`src/rtl/fetch_stage.sv`:
```
// fetch_stage
//   Instruction-fetch stage of the pipelined RV32I core. Owns the program
//   counter, addresses the instruction memory, and captures the returned word
//   into the IF/ID register. Stops fetching on ECALL/EBREAK (HALT) and locks up
//   on a misaligned redirect target (FAULT) until reset.
//
// Ports
//   clk, rst            clock, synchronous active-high reset
//   stall               hold PC and IF/ID
//   redirect            load redirect_target into PC, flush IF/ID
//   redirect_target     next PC on redirect
//   imem_addr           word address to instruction memory (pc[IMEM_AW+1:2])
//   imem_data           instruction word read combinationally at imem_addr
//   pc_out              current fetch PC
//   ifid_inst/pc/pc4    IF/ID instruction, its PC and PC+4 link value
//   ifid_valid          IF/ID holds a real instruction (0 = bubble)
//   halted, fault       state == HALT / state == FAULT
//
// state | meaning
// RUN   | fetching sequentially
// HALT  | ECALL/EBREAK fetched; PC frozen, bubbles issued until redirect
// FAULT | misaligned redirect target; everything frozen until reset

module fetch_stage #(
  parameter logic [31:0] RESET_PC = 32'h0000_0000,
  parameter int          IMEM_AW  = 8,
  parameter logic [31:0] NOP_INST = 32'h0000_0013
) (
  input  logic               clk,
  input  logic               rst,
  input  logic               stall,
  input  logic               redirect,
  input  logic [31:0]        redirect_target,
  output logic [IMEM_AW-1:0] imem_addr,
  input  logic [31:0]        imem_data,
  output logic [31:0]        pc_out,
  output logic [31:0]        ifid_inst,
  output logic [31:0]        ifid_pc,
  output logic [31:0]        ifid_pc4,
  output logic               ifid_valid,
  output logic               halted,
  output logic               fault
);

  localparam logic [31:0] ECALL  = 32'h0000_0073;
  localparam logic [31:0] EBREAK = 32'h0010_0073;

  typedef enum logic [1:0] {RUN, HALT, FAULT} state_t;

  state_t      state, state_nxt;
  logic [31:0] pc, pc_nxt;
  logic [31:0] inst_q, inst_nxt;
  logic [31:0] ipc_q, ipc_nxt;
  logic [31:0] ipc4_q, ipc4_nxt;
  logic        valid_q, valid_nxt;

  logic [31:0] pc_plus4;
  logic        is_sys;

  assign pc_plus4 = pc + 32'd4;
  assign is_sys   = (imem_data == ECALL) || (imem_data == EBREAK);

  always_ff @(posedge clk) begin
    if (rst) begin
      state   <= RUN;
      pc      <= RESET_PC;
      inst_q  <= NOP_INST;
      ipc_q   <= 32'd0;
      ipc4_q  <= 32'd0;
      valid_q <= 1'b0;
    end else begin
      state   <= state_nxt;
      pc      <= pc_nxt;
      inst_q  <= inst_nxt;
      ipc_q   <= ipc_nxt;
      ipc4_q  <= ipc4_nxt;
      valid_q <= valid_nxt;
    end
  end

  always_comb begin
    state_nxt = state;
    pc_nxt    = pc;
    inst_nxt  = inst_q;
    ipc_nxt   = ipc_q;
    ipc4_nxt  = ipc4_q;
    valid_nxt = valid_q;

    case (state)
      RUN, HALT: begin
        if (redirect) begin
          // Redirect beats stall; the wrong-path word in IF is dropped.
          pc_nxt    = redirect_target;
          state_nxt = (redirect_target[1:0] == 2'b00) ? RUN : FAULT;
          inst_nxt  = NOP_INST;
          ipc_nxt   = 32'd0;
          ipc4_nxt  = 32'd0;
          valid_nxt = 1'b0;
        end else if (!stall) begin
          if (state == HALT) begin
            inst_nxt  = NOP_INST;
            ipc_nxt   = 32'd0;
            ipc4_nxt  = 32'd0;
            valid_nxt = 1'b0;
          end else begin
            inst_nxt  = imem_data;
            ipc_nxt   = pc;
            ipc4_nxt  = pc_plus4;
            valid_nxt = 1'b1;
            // ECALL/EBREAK still goes down the pipe, but fetch stops behind it.
            if (is_sys) state_nxt = HALT;
            else        pc_nxt    = pc_plus4;
          end
        end
      end
      default: begin
        state_nxt = FAULT;
        inst_nxt  = NOP_INST;
        ipc_nxt   = 32'd0;
        ipc4_nxt  = 32'd0;
        valid_nxt = 1'b0;
      end
    endcase
  end

  assign imem_addr  = pc[IMEM_AW+1:2];
  assign pc_out     = pc;
  assign ifid_inst  = inst_q;
  assign ifid_pc    = ipc_q;
  assign ifid_pc4   = ipc4_q;
  assign ifid_valid = valid_q;
  assign halted     = (state == HALT);
  assign fault      = (state == FAULT);

endmodule
```
`config.mk`:
```
export PLATFORM = sky130hd
export DESIGN_NAME = fetch_stage
export DESIGN_NICKNAME = d
export VERILOG_FILES = /design/src/rtl/fetch_stage.sv
export SDC_FILE = /design/constraint.sdc
export NUM_CORES = 1
export LEC_CHECK = 0
export BUFFER_PORTS_ARGS = -buffer_cell sky130_fd_sc_hd__buf_2
export CAP_MARGIN = 0
export CORE_MARGIN = 3
export CORE_UTILIZATION = 50
export CTS_BUF_LIST = sky130_fd_sc_hd__clkbuf_8
export CTS_CLUSTER_DIAMETER = 60
export DETAILED_ROUTE_END_ITERATION = 10
export GPL_ROUTABILITY_DRIVEN = 1
export PLACE_DENSITY_LB_ADDON = 0.1
export SLEW_MARGIN = 20
export SYNTH_ARGS = -nofsm -noshare
export SYNTH_HDL_FRONTEND = slang
export SYNTH_SLANG_ARGS = --single-unit
```
`constraint.sdc`:
```
create_clock -name clk -period 4.29 [get_ports clk]
set_clock_uncertainty 0.1 [all_clocks]
set_input_delay 0.858 -clock clk [delete_from_list [all_inputs] [get_ports clk]]
set_output_delay 0.858 -clock clk [all_outputs]
set_load 0.005 [all_outputs]
```
==> results.md <==
- Status: completed
- Worst EP required: 4530 ps
- Setup Viol. Count Final: 0
- Pint: between 0.0015 and 0.002 W
- Post-cts sizing count: 0
- Largest area contributor in the netlist: dfxtp_1
- Element type at the critical path end: flop
- Hold Crit Class: reg -> reg
- Most frequent cells in the layout: buf_2, dfxtp_1, nor2_1
- CTS Buffer Depth: 2
- CP Max Fanout: 47
- Vias per cell: 5.92
- Crit path launch: redirect
- # rows: 38
- Critical path arrival: 3350 ps
- Final #Nets: between 900 and 1000
- Most common cell after layout, fill and taps aside: buf_2
- Synth Warn #: 0
- Worst slew margin: around 35%
- Comb pwr share: about an eighth
- Sequential Power Share: about half
- Worst R2R Start: state[1]$_SDFFE_PP0P_
- Clk sink count: between 100 and 150
- Syn nets: around 800
- Initial DRC Count: between 600 and 700
- Share of layout cells above drive strength 1: ~28%
- Setup TNS: 0 ps
- Syn_area_per_cell: around 8 um^2
- Post-synth top area share: between 40% and 50%
- CTS Root Cell: clkbuf_8
- Post-synth top flop: dfxtp_1
- Critical path type: in -> reg
- DR vias: 6216
- Fin area: 7210 um^2
- CTS Hold Bufs: 0
- Wire per inst: 17.8 um
- CTS Buf Count: 17
- RSZ-0062 raised after global routing: no
- Post-route ant nets: 0
- Pleak: roughly 3.3 nW
- Startpoint types: input port
- Area Overhead vs Synth: 23.0%
- DIE HEIGHT: 114 um
- Drt total wl: between 15 and 20 mm
- Vias in the first global route: approximately 5800
- Worst vdd ir: between 0.2 and 0.25 mV
- Syn Std Cell Area: between 5000 and 6000 um^2
- Clock power share: 37.5%
- Switching pwr: a little under 0.0007 W
- Asr flop ratio synth: 0%
- Slew @ Worst Pin: around 1000 ps
- Max-cap violations: 0
- Period minus WS final: 3110 ps
- HP Start: ifid_pc4[26]$_SDFFE_PP0N_
- Number of remaining DRC errors: 0
- CORE AREA: about 11000 um^2
- Grt ovf: 0
- Count of unique library cells instantiated by Yosys: 50
- Final Hold Viols: 0
- Postcts setup bufs: 0
- DR pass1 iterations: 5
- Clk_lat worst skew: approximately 450 ps
- Yosys reg bits: approximately 130
- Final RePlAce weighted congestion: 0.864
- Initial Util: between 50% and 60%
- Gr usage total: between 20% and 30%
- Initial antenna violation count: 1
- DP Area: between 6000 and 7000 um^2
- Die Span X: approximately 110 um
- First-pass GRT wire length: slightly below 30 mm
- Reg2reg path depth: 8
- Final Cycle Share: 72.5%
- Die footprint: between 10000 and 15000 um^2
- CTS tree: yes
- H-Tree Depth: 4
- Largest net degree at the start of global routing: 59
- # IOs: 207
- Final Max Tran Viols: 0
- Post-synth EDFFs: 0
- Hpwl dp: 13.1 mm
- Most area-consuming cells after synthesis: dfxtp_1, a21oi_1, nor2_1
- Hold depth: 2
- I/O Buffers: roughly 210
- Post-synthesis cell count: between 700 and 800
- Fillers: 1022
- FMAX: between 300 and 400 MHz
- Sequential-to-total area share from yosys stat: between 40 and 50%
- Worst-path clk slew: about 70 ps
- Sw frac: between 20% and 30%
- Power density over the cells: ~350 nW/um^2
==> cells by family after synthesis <==
kind of cell               count (synthesis)  synth area share, %
and+or+nand+nor                          311                 26.3
adders and majority gates                  1                0.213
AOI/OAI and AO/OA                        191                 20.3
DFF                                      129                 44.0
muxes                                      3                0.512
buffers and inverters                     77                 5.65
xor gates and xnor gates                  20                 2.99
==> per-layer routing <==
layer	share of wire (%)	track usage, %
met5	0	0
met4	2.8	12.0
met3	9.0	8.09
met2	47	45.0
met1	42	37.5
==> power by group through the flow <==
stage / Sequential [W] / Combinational, W / Clock (W)
floorplan: 0.00130 / 0.000193 / 0
global placement: 0.00132 / 0.000296 / 0
detailed placement: 0.00132 / 0.000303 / 0
CTS: 0.00129 / 0.000304 / 0.000972
global route: 0.00130 / 0.000339 / 0.00103
finish: 0.00129 / 0.000306 / 0.000959
==> final cells by class <==
cell class	instances	area, um^2	share of cell area (%)
Multi-Input combinational cell	526	2970	41.1
Sequential cell	129	2580	35.8
Timing Repair Buffer	214	1090	15.2
Clock buffer	21	289	4.01
Tap cell	140	175	2.43
Clock inverter	10	70.1	0.971
Inverter	9	33.8	0.468
Antenna cell	1	2.50	0.0347
==> worst max-delay path, stage by stage <==
cell and delay, ps:
buf_2 630, inv_2 380, nor2_1 610, nor2_1 410, o41ai_1 440
==> state kept, by name, summed over array words and instances, names as in the netlist <==
register,count
ifid_inst,32
ifid_pc4,30
ifid_valid,1
state,2
ifid_pc,32
pc_out,32
==> path summary, 6_finish.rpt <==
path	endpoint	slack [ps]
worst min-delay path	ifid_pc4[26]$_SDFFE_PP0N_	360
worst max-delay path	pc_out[18]$_SDFFE_PP0P_	1180
worst min register to register	ifid_pc4[26]$_SDFFE_PP0N_	360
worst max register to register	pc_out[29]$_SDFFE_PP0P_	1520
==> synthesized netlist by cell type, drive strengths merged (4+ instances only) <==
cell	number
dfxtp	129
nor2	106
a21oi	87
and3	61
nand2	56
clkbuf	50
o21ai	26
nor3	23
a22oi	22
nand3	20
buf	18
nand4	14
nor4	14
o32ai	11
xnor2	10
xor2	10
and4	8
inv	8
a21boi	6
o211ai	5
o221ai	5
o21a	4
o22ai	4
o31a	4
==> through the flow <==
step | setup WS, ps | total power (W) | instances | hold WS [ps] | utilization, %
finish | 1180 | 0.00256 | 1050 | 359 | 64.8
global route | 965 | 0.00267 | 1050 | 392 | 64.8
CTS | 1240 | 0.00257 | 1049 | 362 | 64.8
detailed placement | 788 | 0.00162 | 1018 | 344 | 61.6
global placement | 880 | 0.00161 | 1018 | 336 | 61.6
floorplan | 1920 | 0.00149 | 732 | 346 | -
(Power assumes the default switching activity.)
